===== src/rtl/frame_pkg.sv =====
// Framing constants, error codes and parser states shared by the
// frame source and the frame parser.
package frame_pkg;

   localparam logic [63:0] HDR_WORD = 64'hFF00_5A5A_55AA_0F0F;
   localparam logic [47:0] CMD_TAG  = 48'hBCBC_4400_0004;
   localparam logic [15:0] TAIL_TAG = 16'hFCFC;

   localparam logic [2:0] ERR_HDR   = 3'd1;
   localparam logic [2:0] ERR_CMD   = 3'd2;
   localparam logic [2:0] ERR_SHORT = 3'd3;
   localparam logic [2:0] ERR_TAIL  = 3'd4;
   localparam logic [2:0] ERR_LONG  = 3'd5;

   typedef enum logic [1:0] {IDLE, CMD, BODY, DROP} state_t;

endpackage


===== src/rtl/frame_parser.sv =====
// Parses header/command/body/tail frames from a 64-bit valid/last stream and
// reports one registered command or error result per frame.
module frame_parser
   import frame_pkg::*;
#(
   parameter int unsigned MAX_BEATS = 16
) (
   input  logic        clk,
   input  logic        rst_n,
   input  logic        s_valid,
   input  logic        s_last,
   input  logic [63:0] s_data,
   output logic        cmd_valid,
   output logic [15:0] cmd_code,
   output logic [47:0] cmd_arg,
   output logic [7:0]  cmd_body_beats,
   output logic        err_valid,
   output logic [2:0]  err_code,
   output logic [15:0] frame_cnt,
   output logic [15:0] err_cnt
);

   state_t      state_q, state_d;
   logic [7:0]  beats_q, beats_d;
   logic [15:0] code_sh_q;
   logic        ok_fire, err_fire;
   logic [2:0]  err_sel;

   always_comb begin
      state_d  = state_q;
      beats_d  = beats_q;
      ok_fire  = 1'b0;
      err_fire = 1'b0;
      err_sel  = ERR_HDR;
      if (s_valid) begin
         beats_d = beats_q + 8'd1;
         unique case (state_q)
            IDLE: begin
               beats_d = 8'd1;
               if (s_data == HDR_WORD) begin
                  if (s_last) begin
                     err_fire = 1'b1;
                     err_sel  = ERR_SHORT;
                  end else begin
                     state_d = CMD;
                  end
               end else begin
                  err_fire = 1'b1;
                  err_sel  = ERR_HDR;
                  state_d  = s_last ? IDLE : DROP;
               end
            end
            CMD: begin
               if (s_data[63:16] != CMD_TAG) begin
                  err_fire = 1'b1;
                  err_sel  = ERR_CMD;
                  state_d  = s_last ? IDLE : DROP;
               end else if (s_last) begin
                  err_fire = 1'b1;
                  err_sel  = ERR_SHORT;
                  state_d  = IDLE;
               end else begin
                  state_d = BODY;
               end
            end
            BODY: begin
               if (s_last) begin
                  state_d = IDLE;
                  if (s_data[15:0] == TAIL_TAG) begin
                     ok_fire = 1'b1;
                  end else begin
                     err_fire = 1'b1;
                     err_sel  = ERR_TAIL;
                  end
               end else if (beats_d == 8'(MAX_BEATS)) begin
                  err_fire = 1'b1;
                  err_sel  = ERR_LONG;
                  state_d  = DROP;
               end
            end
            DROP: begin
               if (s_last) state_d = IDLE;
            end
         endcase
      end
   end

   always_ff @(posedge clk) begin
      if (!rst_n) begin
         state_q        <= IDLE;
         beats_q        <= 8'd0;
         code_sh_q      <= 16'd0;
         cmd_valid      <= 1'b0;
         cmd_code       <= 16'd0;
         cmd_arg        <= 48'd0;
         cmd_body_beats <= 8'd0;
         err_valid      <= 1'b0;
         err_code       <= 3'd0;
         frame_cnt      <= 16'd0;
         err_cnt        <= 16'd0;
      end else begin
         state_q   <= state_d;
         beats_q   <= beats_d;
         cmd_valid <= ok_fire;
         err_valid <= err_fire;
         if (s_valid && state_q == CMD && state_d == BODY) code_sh_q <= s_data[15:0];
         if (ok_fire) begin
            cmd_code       <= code_sh_q;
            cmd_arg        <= s_data[63:16];
            // beats_q still holds header + command + body beats seen so far
            cmd_body_beats <= beats_q - 8'd2;
            frame_cnt      <= frame_cnt + 16'd1;
         end
         if (err_fire) begin
            err_code <= err_sel;
            if (err_cnt != 16'hFFFF) err_cnt <= err_cnt + 16'd1;
         end
      end
   end

endmodule


===== config.mk =====
export PLATFORM = sky130hd
export DESIGN_NAME = frame_parser
export DESIGN_NICKNAME = d
export VERILOG_FILES = /design/src/rtl/frame_pkg.sv /design/src/rtl/frame_parser.sv
export SDC_FILE = /design/constraint.sdc
export NUM_CORES = 1
export LEC_CHECK = 0
export BUFFER_PORTS_ARGS = -buffer_cell sky130_fd_sc_hd__buf_4
export CAP_MARGIN = 10
export CORE_MARGIN = 2
export CORE_UTILIZATION = 40
export CTS_CLUSTER_SIZE = 20
export DETAILED_ROUTE_END_ITERATION = 7
export PLACE_DENSITY = 0.71
export SLEW_MARGIN = 0
export SYNTH_ARGS = -nofsm -noshare
export SYNTH_HDL_FRONTEND = slang
export SYNTH_SLANG_ARGS = --single-unit

===== constraint.sdc =====
create_clock -name clk -period 6.8 [get_ports clk]
set_clock_uncertainty 0.05 [all_clocks]
set_input_delay 1.36 -clock clk [delete_from_list [all_inputs] [get_ports clk]]
set_output_delay 1.36 -clock clk [all_outputs]
set_load 0.005 [all_outputs]

After elaboration in Yosys (flattened, before gate mapping). Cells that the tools add are included.

Word-level logic and storage cells: 59. Output and inout bits: 109. Register bits: 135.

Add/subtract/negate cells: 4. Equal/unequal tests: 9. Reductions and logical operators: 4. Mux-type cells: 31.

Operator list (number): equality test 64 bit, second input constant (1); inequality test 48 bit, second input constant (1); adder 16 x 1 -> 16 bit, second input constant (2); 2-to-1 mux 2 bit (10); 2-to-1 mux 3 bit (6); equality test 16 bit, second input constant (1); inequality test 16 bit, second input constant (1); 2-to-1 mux 1 bit (11); one-hot mux 3 bit (3 select lines) (1); adder 8 x 1 -> 8 bit, second input constant (1); equality test 8 x 5 -> 1 bit, second input constant (1); 2-to-1 mux 8 bit (1); one-hot mux 2 bit (4 select lines) (1); subtractor 8 x 2 -> 8 bit, second input constant (1); equality test 2 bit, second input constant (3); one-hot mux 1 bit (3 select lines) (1); equality test 2 x 1 -> 1 bit, second input constant (1); logical AND 1 bit (2); zero test 2 bit (1); AND reduction 2 bit (1).

Longest topological paths before layout. Gate-level depths: netlist of run 1.

Word-level depth: 8. Mapped depth: 10. Mapped depth without buffers: 8.

Worst setup path before layout of run 1. No wires, ideal clock.

Path type: input-to-reg. From: input s_data[52]. To: register err_cnt[1]. Data required time: 6622 ps. Setup time: 128 ps. Path buffers: 2. Path slack: 3051 ps. Arrival: 3572 ps. Cell stages on the path: 9. Cells stage by stage: or4b_1 -> or3_1 -> or4_4 -> o311a_1 -> nor2_2 -> buf_6 -> buf_8 -> mux2i_1 -> nor2_1.

Cells in the longest elaborated chain, start to end: 5. Elaborated cells between the ends (all ways): 7. Those cells by class: eq/ne: 2; mux: 4; reduce/logical: 1.

Ends and longest elaborated chain: from (decl) (line frame_parser.sv:12) `input logic [63:0] s_data,`; equality test 64 bit or inequality test 48 bit (tied branches) (line frame_parser.sv:40, frame_parser.sv:54); 2-to-1 mux 1 bit, on equally long branches (line frame_parser.sv:40, frame_parser.sv:54); one-hot mux 1 bit (3 select lines) * (line frame_parser.sv:37) `unique case (state_q)`; 2-to-1 mux 1 bit * (line frame_parser.sv:35) `if (s_valid) begin`; AND reduction 2 bit (no source line) *; to (signal assigned) (line frame_parser.sv:116) `if (err_cnt != 16'hFFFF) err_cnt <= err_cnt + 16'd1;`; to (decl) (line frame_parser.sv:20) `output logic [15:0] err_cnt`.

Every way passes the cells marked *; elsewhere a longest branch is shown, timed or not. A chain may end at the register's enable or synchronous reset.

Final worst setup path of run 1.
From: input s_data[52]. To: register err_cnt[12].

The elaborated chain is that of the path after synthesis.

==> impl_results.md, run 1 <==
* RSZ-0062 raised after global routing: false
* Gr ovfl total at 0
* Total track usage at 0.209
* Switching share of total power at 0.213
* Number of distinct library cells after synthesis at between 50 and 60
* CP Cell Sequence: buf_4 -> or4b_1 -> or3_1 -> or4_4 -> o311a_1 -> nor2_2 -> o21ai_0 -> a21oi_1
* Synth area leader: dfxtp_1
* Worst skew pair latency at 0.42 ns
* Top_reg_cell synth: dfxtp_1
* Clk sinks at between 100 and 150
* Worst r2r path cells at 8
* DPL Wire Length at around 11000 um
* Tightest Pin Transition at between 0.9 and 1 ns
* Final wirelength at approximately 16000 um
* Setup crit start kind: input port
* Final Instance Area at about 0.0077 mm2
* Top cell family by delay on the critical path: simple AND/OR/NAND/NOR gates
* Async set or reset register ratio after synthesis at 0
* Switching power at 0.389 mW
* Fillers at about 1300
* WHS Path Cells at 2
* IO Port Bufs at ~180
* Setup WS post-layout at between 2 and 3 ns
* # rows at 43
* TritonCTS clock tree: yes
* Drt wl/cell at between 15 and 20 um
* CP Max Fanout at 25
* PostCTS Resize Cnt at 0
* Fmax at roughly 260 MHz
* Worst IR Drop VDD at ~0.16 mV
* Syn Area/Cell at 8.14 um2
* Antenna violations before repair at 0
* 1st-pass router iterations at 4
* Post-CTS Setup Bufs at 0
* Rel. slew slack at 0.372
* Synthesized area at between 0.005 and 0.006 mm2
* Ant. Diodes at 0
* Area Overhead vs Synth at 35.5%
* Pre-CTS setup slack at about 2.5 ns
* Worst R2R End: err_cnt[12]
* Crit path arrival time at 4.19 ns
* Leak at about 3.1 nW
* Crit Reg-Reg Startpoint: err_cnt[0]
* Clk pwr share at 0.508
* Synth warn at 0
* Post-Synthesis Net Count at between 700 and 800
* Crit end category: flip-flop
* Reg power frac at 0.438
* Dominant cell by count in the synthesized netlist: nand2_1
* NumNets Final at ~930
* Layout cells sized above 1 at 0.253
* DRC viols at 0
* Max-cap viol count at 0
* CTS root buf: clkbuf_16
* Endpoint, Worst Hold: cmd_code[8]
* Pin count of the biggest net entering global routing at 79
* Detail Route Antenna Nets at 0
* Clock transition at path regs at 0.05 ns
* Routability Congestion at between 0.8 and 0.9
* Synth top area share at 0.478
* DR vias at 5360
* H-tree levels at 4
* Register bit total from synthesis at 135
* Main area contributors after synthesis: dfxtp_1 (48%), nand2_1 (11%), a21oi_1 (7.7%)
* Comb pwr share at 0.054
* Crit Path Class: in2reg
* Placed Instances at roughly 1000
* Final total power at about 1.8 mW
* CP Data Required Time at 7.09 ns
* Post-synth top cells: nand2_1 (162), dfxtp_1 (135), a21oi_1 (87)
* Bufs on Longest Clock Path at 2
* Quantity of hold-fixing buffers added after cts at 0
* Max-slew violations at 0
* CP Buf/Inv Count at 1
* Placed inst area at roughly 0.0071 mm2
* Tcrit/Tclk final at 0.574
* First-pass GRT wire length at between 20000 and 25000 um
* Internal Power at 1.44 mW
* Drt initial violations at 402
* Pwr/cell area at 239 mW/mm2
* Hold_sp: code_sh_q[8]
* Die Height at around 120 um
* Worst Hold Class: reg2reg
* CP max-delay cell: nor2_2
* Post-synth EDFFs at 0
* Via density per instance at around 5
* Die area at around 0.015 mm2
* Worst path depth at 8
* Cells after Synth at between 600 and 700
* Core area at roughly 0.014 mm2
* TritonCTS Buffers at 17
* Width of the die at approximately 120 um
* Starting Density at 0.409
* Tmin final at approximately 3.9 ns
* Status: finished clean
* Final cell count without fillers at 1046
* Final setup TNS at 0 ns
* R2r setup slk at 3.92 ns
* Endpoints failing hold at 0
* IO Count at around 180
* Register area share after synthesis at 0.478
* Setup violations, final at 0
* Max incr delay on CP at around 0.66 ns
* Vias in the first global route at around 4800
-- layer usage --
metal  share of wire  vias to the layer above  GRT usage
li1                -                     2708          -
met1            0.47                     2481      0.284
met2            0.45                      153      0.313
met3           0.066                       18     0.0613
met4           0.014                        0     0.0761
met5               0                        -          0
-- power by group through the flow --
stage / Sequential [mW] / Combinational, mW / Clock [mW]
after CTS: 0.801 / 0.0992 / 0.949
after detailed placement: 0.819 / 0.0982 / 0
after floorplan: 0.818 / 0.0461 / 0
after global placement: 0.818 / 0.0984 / 0
final: 0.802 / 0.0994 / 0.931
after global routing: 0.802 / 0.109 / 0.984
-- through the flow --
step	hold WS [ns]	util
2_1_floorplan	0.382	-
3_3_place_gp	0.388	0.511
3_5_place_dp	0.393	0.511
4_1_cts	0.401	0.554
5_1_grt	0.417	0.554
6_report	0.398	0.554
-- state kept, by name, summed over array words and instances, names as in the netlist --
register and cells:
beats_q 8, cmd_arg 48, cmd_body_beats 8, cmd_code 16
cmd_valid 1, code_sh_q 16, err_cnt 16, err_code 3
err_valid 1, frame_cnt 16, state_q 2
-- layout by cell type, fill, tap and decap left out, types with 2 or more instances in the layout --
| master | instances |
|---|---|
| a211oi_1 | 6 |
| a21oi_1 | 87 |
| and3_1 | 9 |
| and4b_1 | 2 |
| buf_4 | 179 |
| bufinv_16 | 3 |
| clkbuf_1 | 2 |
| clkbuf_16 | 17 |
| clkbuf_8 | 3 |
| clkinv_2 | 7 |
| dfxtp_1 | 135 |
| ha_1 | 5 |
| inv_1 | 11 |
| mux2i_1 | 22 |
| nand2_1 | 162 |
| nand2b_1 | 4 |
| nand3_1 | 21 |
| nand4_1 | 9 |
| nand4b_1 | 4 |
| nor2_1 | 67 |
| nor3_1 | 11 |
| nor3b_1 | 4 |
| nor4_1 | 13 |
| nor4b_1 | 3 |
| nor4bb_1 | 4 |
| o21ai_0 | 13 |
| o31ai_1 | 2 |
| or3_1 | 9 |
| or4_1 | 4 |
| xnor2_1 | 13 |
| xor2_1 | 8 |
-- how the worst max path moves through the flow --
stage | start | end | slack, ns
5_1_grt | s_data[52] | err_cnt[9] | 2.65
6_report | s_data[52] | err_cnt[12] | 2.90
2_1_floorplan | s_data[52] | err_cnt[1] | 3.05
3_3_place_gp | s_data[52] | err_cnt[1] | 2.49
3_5_place_dp | s_data[52] | err_cnt[1] | 2.48
4_1_cts | s_data[52] | err_cnt[1] | 2.90
-- cell type report --
type                            count  area, um2  share of cell area
Timing Repair Buffer              179       1340               0.175
Sequential cell                   135       2700               0.353
Clock buffer                       22        474              0.0619
Multi-Input combinational cell    508       2750               0.358
Clock inverter                     10        125              0.0163
Inverter                           12       47.5             0.00620
Tap cell                          180        225              0.0294
-- cell families after synthesis --
| group | Yosys count | share of synthesized area |
|---|---|---|
| AND/OR/NAND/NOR | 340 | 0.282 |
| flip-flops | 135 | 0.478 |
| AO/OA/AOI/OAI | 120 | 0.120 |
| buffers and inverters | 52 | 0.0378 |
| multiplexers | 22 | 0.0389 |
| XOR/XNOR | 21 | 0.0325 |
| adder cells (fa/ha/maj) | 5 | 0.0111 |
-- tightest hold or removal path, cell delays in order, from the launching register on --
cell,delay (ns)
dfxtp_1,0.30
nand2_1,0.05
a21oi_1,0.05
Power figures use the tool's default switching activity.
==> run 2, diff against run 1 <==
PLACE_DENSITY = 0.74   (was 0.71)
clock period = 3.2 ns   (was 6.8 ns; I/O delays follow)
==> run 2 against run 1 <==
Net effect:
- final cell count up 1.1%
- sequential share of layout area down 0.57 points
- worst hold slack about the same
- routed wire length up 0.16%
- setup slack worse by 2.6 ns
- global-route usage about the same
- die area unchanged
- count of clock-buffer cells in the layout down 1
- non-clock buffer count up 11
- utilization up 0.91 points
- cell area up 1.6%
- largest power group unchanged
- highest routed layer unchanged
==> impl_results.md, run 2 (synthesis gave the netlist of run 1 again) <==
* Worst IR Drop VDD at 0.330 mV
* Max-slew violations at 0
* Final total power at around 3.9 mW
* Core area at 0.0138 mm2
* Layout cells sized above 1 at 0.263
* Ant. Diodes at 0
* Status: finished clean
* H-tree levels at 4
* Util after Layout at 0.563
* Leak at 3.19 nW
* TritonCTS Buffers at 17
* # rows at 43
* Crit end category: flip-flop
* Routability Congestion at 0.866
* Pre-CTS setup slack at -0.0882 ns
* Max reg flops at 48
* First-pass GRT wire length at about 25000 um
* Global Route met1 Usage at 0.272
* Tmin final at 2.85 ns
* Final setup TNS at 0 ns
* Final wirelength at approximately 16000 um
* IO Port Bufs at around 180
* Rel. slew slack at 0.495
* Die Height at between 100 and 150 um
* Crit path arrival time at 3.11 ns
* Detail Route Antenna Nets at 0
* Antenna violations before repair at 0
* RSZ-0062 raised after global routing: false
* Placed Instances at 1025
* Fmax at about 350 MHz
* Pwr/cell area at 507 mW/mm2
* Via density per instance at approximately 5
* Vias in the first global route at between 4000 and 5000
* Crit Reg-Reg Startpoint: beats_q[1]
* Area of the multi-input gates at approximately 0.0027 mm2
* Drt initial violations at 370
* Quantity of hold-fixing buffers added after cts at 0
* Post-CTS Setup Bufs at 0
* CP Data Required Time at approximately 3.5 ns
* Worst hold slack at between 0.3 and 0.4 ns
* Tightest Pin Transition at around 0.76 ns
* Commonest non-fill, non-tap cell in the layout: buf_4
* Width of the die at between 100 and 150 um
* Setup WS post-layout at 0.346 ns
* 1st-pass router iterations at 5
* Met3 usage in global routing at 0.0581
* PostCTS Resize Cnt at 0
* Max-cap viol count at 0
* Max incr delay on CP at around 0.51 ns
* CP Max Fanout at 5
* DR vias at 5391
* Starting Density at 0.409
* Setup violations, final at 0
* Worst setup path startpoint: s_data[52]
* Final cell count without fillers at between 1000 and 1500
* Final Instance Area at between 0.007 and 0.008 mm2
* TritonCTS clock tree: yes
* R2r setup slk at around 0.41 ns
* Area Overhead vs Synth at 37.7%
* Most frequent cells in the layout: buf_4 (188), nand2_1 (162), dfxtp_1 (135)
* Clk sinks at around 140
* Pin count of the biggest net entering global routing at a little under 80
* Bufs on Longest Clock Path at 2
* Placed inst area at roughly 0.0072 mm2
* DPL Wire Length at ~11000 um
* Top cell family by delay on the critical path: simple AND/OR/NAND/NOR gates
* Grt peak-use layer: met2
* Gr ovfl total at 0
* Setup crit start kind: input port
* NumNets Final at approximately 940
* Hold_sp: code_sh_q[8]
* CTS root buf: clkbuf_16
* CP Buf/Inv Count at 1
* Crit Path Class: in2reg
* Met2 usage at 0.326
* Total track usage at 0.209
* DRC viols at 0
* Tcrit/Tclk final at 0.892
* Largest Register: cmd_arg
* Drt wl/cell at between 10 and 15 um
* Die area at ~0.015 mm2
* Fillers at about 1300
* CP max-delay cell: or4b_1
* Worst skew pair latency at approximately 0.42 ns
* Worst Hold Class: reg2reg
* Register area at 0.00270 mm2
* IO Count at around 180
* Clock transition at path regs at approximately 0.060 ns
* Endpoints failing hold at 0
* CP Cell Sequence: buf_4 -> or4b_1 -> or3_1 -> or4_4 -> or3_4 -> a221oi_4 -> mux2i_1 -> nor2_1
run 2: cell types whose count changed in the layout (fill, tap and decap cells not counted), sizes merged:
cell	change
buf	+11
clkinvlp	+4
clkinv	-3
clkbuf	-1
run 2: where the power goes:
part | internal [mW] | total, mW | switching [mW]
registers | 1.69 | 1.70 | 0.0125
clock network | 1.29 | 2.02 | 0.735
logic | 0.107 | 0.224 | 0.116
total | 3.08 | 3.95 | 0.864
run 2: path summary, 6_finish.rpt:
| check | depth (start not counted) | end |
|---|---|---|
| min reg2reg | 2 | cmd_code[8] |
| max reg2reg | 9 | err_cnt[13] |
| max | 8 | err_code[1] |
| min | 2 | cmd_code[8] |
run 2: worst register-to-register path, cell delays in order (launching register included):
cell and delay, ns:
dfxtp_1 0.45, ha_1 0.20, and4b_1 0.18, a21oi_1 0.05, o41a_1 0.39, o32ai_1 0.47
nor2_2 0.09, buf_4 0.19, or4_1 0.51, a21oi_1 0.15
run 2: layer usage:
metal / part of all wire / up-vias
met4: 0.015 / 0
met1: 0.45 / 2495
li1: - / 2729
met3: 0.064 / 24
met2: 0.47 / 143
met5: 0 / -
run 2: layout make-up:
cell class                 count  area share
inverter                      12     0.00610
clock buffer                  21      0.0604
sequential                   135       0.347
clock inverter                11      0.0189
tap                          180      0.0289
timing repair buffer         190       0.186
multi-input combinational    508       0.352
==> run 3, diff against run 2 <==
CELL_PAD_IN_SITES_DETAIL_PLACEMENT = 1   (was not set)
CELL_PAD_IN_SITES_GLOBAL_PLACEMENT = 1   (was not set)
CORE_UTILIZATION = 33   (was 40)
PLACE_DENSITY = 0.82   (was 0.74)
==> run 3 against run 2 <==
Net effect:
- utilization fell by 9.2 points
- sequential share of layout area decreased by 0.26 points
- non-clock buffer count up 4
- final cell count up 4.0%
- setup slack lost 0.096 ns
- first-iteration DRC count down 48%
- sequential power barely moved
- clock power down 2%
- count of clock-buffer cells in the layout increased by 1
- combinational power rose by 4%
- critical path depth did not move
- sequential cell count unchanged
- critical path type unchanged
- critical endpoint unchanged
- largest power group unchanged
==> impl_results.md, run 3 (synthesis gave the netlist of run 1 again) <==
* DR vias at 5508
* Die Height at about 130 um
* Max reg flops at 48
* Worst r2r path cells at 9
* NumNets Final at between 900 and 1000
* Reg power frac at 0.435
* Internal Power at slightly above 3 mW
* Placed Instances at between 1000 and 1500
* Comb pwr share at 0.060
* Max-slew violations at 0
* Commonest non-fill, non-tap cell in the layout: buf_4
* Pin count of the biggest net entering global routing at 77
* Pre-CTS setup slack at -0.158 ns
* 1st-pass router iterations at 4
* Quantity of hold-fixing buffers added after cts at 0
* Antenna violations before repair at 0
* Final wirelength at roughly 18000 um
* TritonCTS Buffers at 17
* R2r setup slk at 0.37 ns
* Via density per instance at around 5.0
* CP Data Required Time at 3.44 ns
* Endpoint, Worst Hold: cmd_code[7]
* Post-CTS Setup Bufs at 0
* IO Count at between 150 and 200
* Worst R2R End: err_cnt[13]
* Pwr/cell area at ~500 mW/mm2
* Final total power at approximately 3.9 mW
* Tmin final at approximately 3.0 ns
* TritonCTS clock tree: yes
* Worst path depth at 8
* Top cell family by delay on the critical path: simple AND/OR/NAND/NOR gates
* # rows at 47
* Drt initial violations at about 190
* Drt wl/cell at approximately 16 um
* Clk pwr share at 0.505
* Crit path arrival time at ~3.2 ns
* Fmax at approximately 340 MHz
* Starting Density at 0.340
* Crit Path Class: in2reg
* Area Overhead vs Synth at 38.8%
* Final Instance Area at just under 0.008 mm2
* Setup WS post-layout at about 0.25 ns
* Die area at approximately 0.018 mm2
* Tightest Pin Transition at between 0.7 and 0.8 ns
* Clk sinks at between 100 and 150
* H-tree levels at 4
* Crit Reg-Reg Startpoint: beats_q[2]
* DPL Wire Length at 13100 um
* CP max-delay cell: or4b_1
* PostCTS Resize Cnt at 0
* Worst skew pair latency at between 0.4 and 0.5 ns
* Routability Congestion at roughly 0.8
* Largest Register: cmd_arg
* Width of the die at 135 um
* IO Port Bufs at 176
* Endpoints failing hold at 0
* Rel. slew slack at 0.483
* Hold_sp: code_sh_q[7]
* Fillers at approximately 2000
* Vias in the first global route at about 5500
* Setup violations, final at 0
* Detail Route Antenna Nets at 0
* DRC viols at 0
* Bufs on Longest Clock Path at 2
* Worst Hold Class: reg2reg
* Final cell count without fillers at 1099
* Setup crit start kind: input port
* Status: finished clean
* Final setup TNS at 0 ns
* Total track usage at 0.200
* Crit end category: flip-flop
* Max-cap viol count at 0
* RSZ-0062 raised after global routing: false
* Worst IR Drop VDD at about 0.33 mV
* Max incr delay on CP at 0.54 ns
* Ant. Diodes at 0
* CP Cell Sequence: buf_4 -> or4b_1 -> or3_1 -> or4_4 -> or3_4 -> a221oi_4 -> mux2i_1 -> nor2_1
* First-pass GRT wire length at 28700 um
* Most frequent cells in the layout: buf_4 (192), nand2_1 (162), dfxtp_1 (135)
* CP Buf/Inv Count at 1
* Placed inst area at around 0.0073 mm2
* Switching share of total power at 0.213
* CP Max Fanout at 5
* CTS root buf: clkbuf_16
* WHS Path Cells at 2
* Tcrit/Tclk final at 0.922
* Layout cells sized above 1 at 0.264
* Core area at between 0.015 and 0.02 mm2
* Gr ovfl total at 0
* Clock transition at path regs at ~0.06 ns
* Switching power at 0.835 mW
* Leak at 3.20 nW
==> run 3: cell count changes in the layout (fill, tap and decap cells not counted), sizes merged <==
cell      before  now
buf          190  194
clkinv         4    2
clkbuf        21   22
clkinvlp       4    3
==> run 3: per-layer routing <==
metal | vias up | part of all wire | GRT usage
met4 | 0 | 0.022 | 0.0713
li1 | 2733 | - | -
met5 | - | 0 | 0
met1 | 2630 | 0.45 | 0.259
met2 | 121 | 0.48 | 0.327
met3 | 24 | 0.049 | 0.0469
==> run 3: worst max-delay path by stage <==
stage / slack (ns) / endpoint / start
finish: 0.25 / err_code[1] / s_data[52]
global route: 0.17 / err_cnt[9] / beats_q[2]
CTS: 0.28 / err_code[1] / s_data[52]
detailed placement: -0.16 / err_code[1] / s_data[52]
global placement: -0.12 / err_code[1] / s_data[52]
floorplan: 0.17 / err_cnt[1] / s_data[52]
==> run 3: power by group through the flow <==
stage,combinational [mW],sequential [mW],clock (mW)
2_1_floorplan,0.0979,1.74,0
3_3_place_gp,0.228,1.74,0
3_5_place_dp,0.232,1.74,0
4_1_cts,0.234,1.70,2.02
5_1_grt,0.255,1.71,2.10
6_report,0.233,1.70,1.98
==> run 3: worst min-delay path, stage by stage, from the launching register on <==
cell and delay (ns):
dfxtp_1 0.31, nand2_1 0.05, a21oi_1 0.05
==> run 3: stage by stage <==
step	hold WS (ns)	util
after floorplan	0.382	-
after global placement	0.390	0.436
final	0.401	0.472
after global routing	0.418	0.472
after CTS	0.404	0.472
after detailed placement	0.397	0.436
==> run 3: cell type report <==
type | instances | area [um2] | share of cell area
timing repair buffer | 194 | 1480 | 0.189
multi-input combinational | 508 | 2750 | 0.350
sequential | 135 | 2700 | 0.344
inverter | 12 | 47.5 | 0.00606
clock inverter | 8 | 123 | 0.0156
tap | 220 | 275 | 0.0351
clock buffer | 22 | 474 | 0.0604
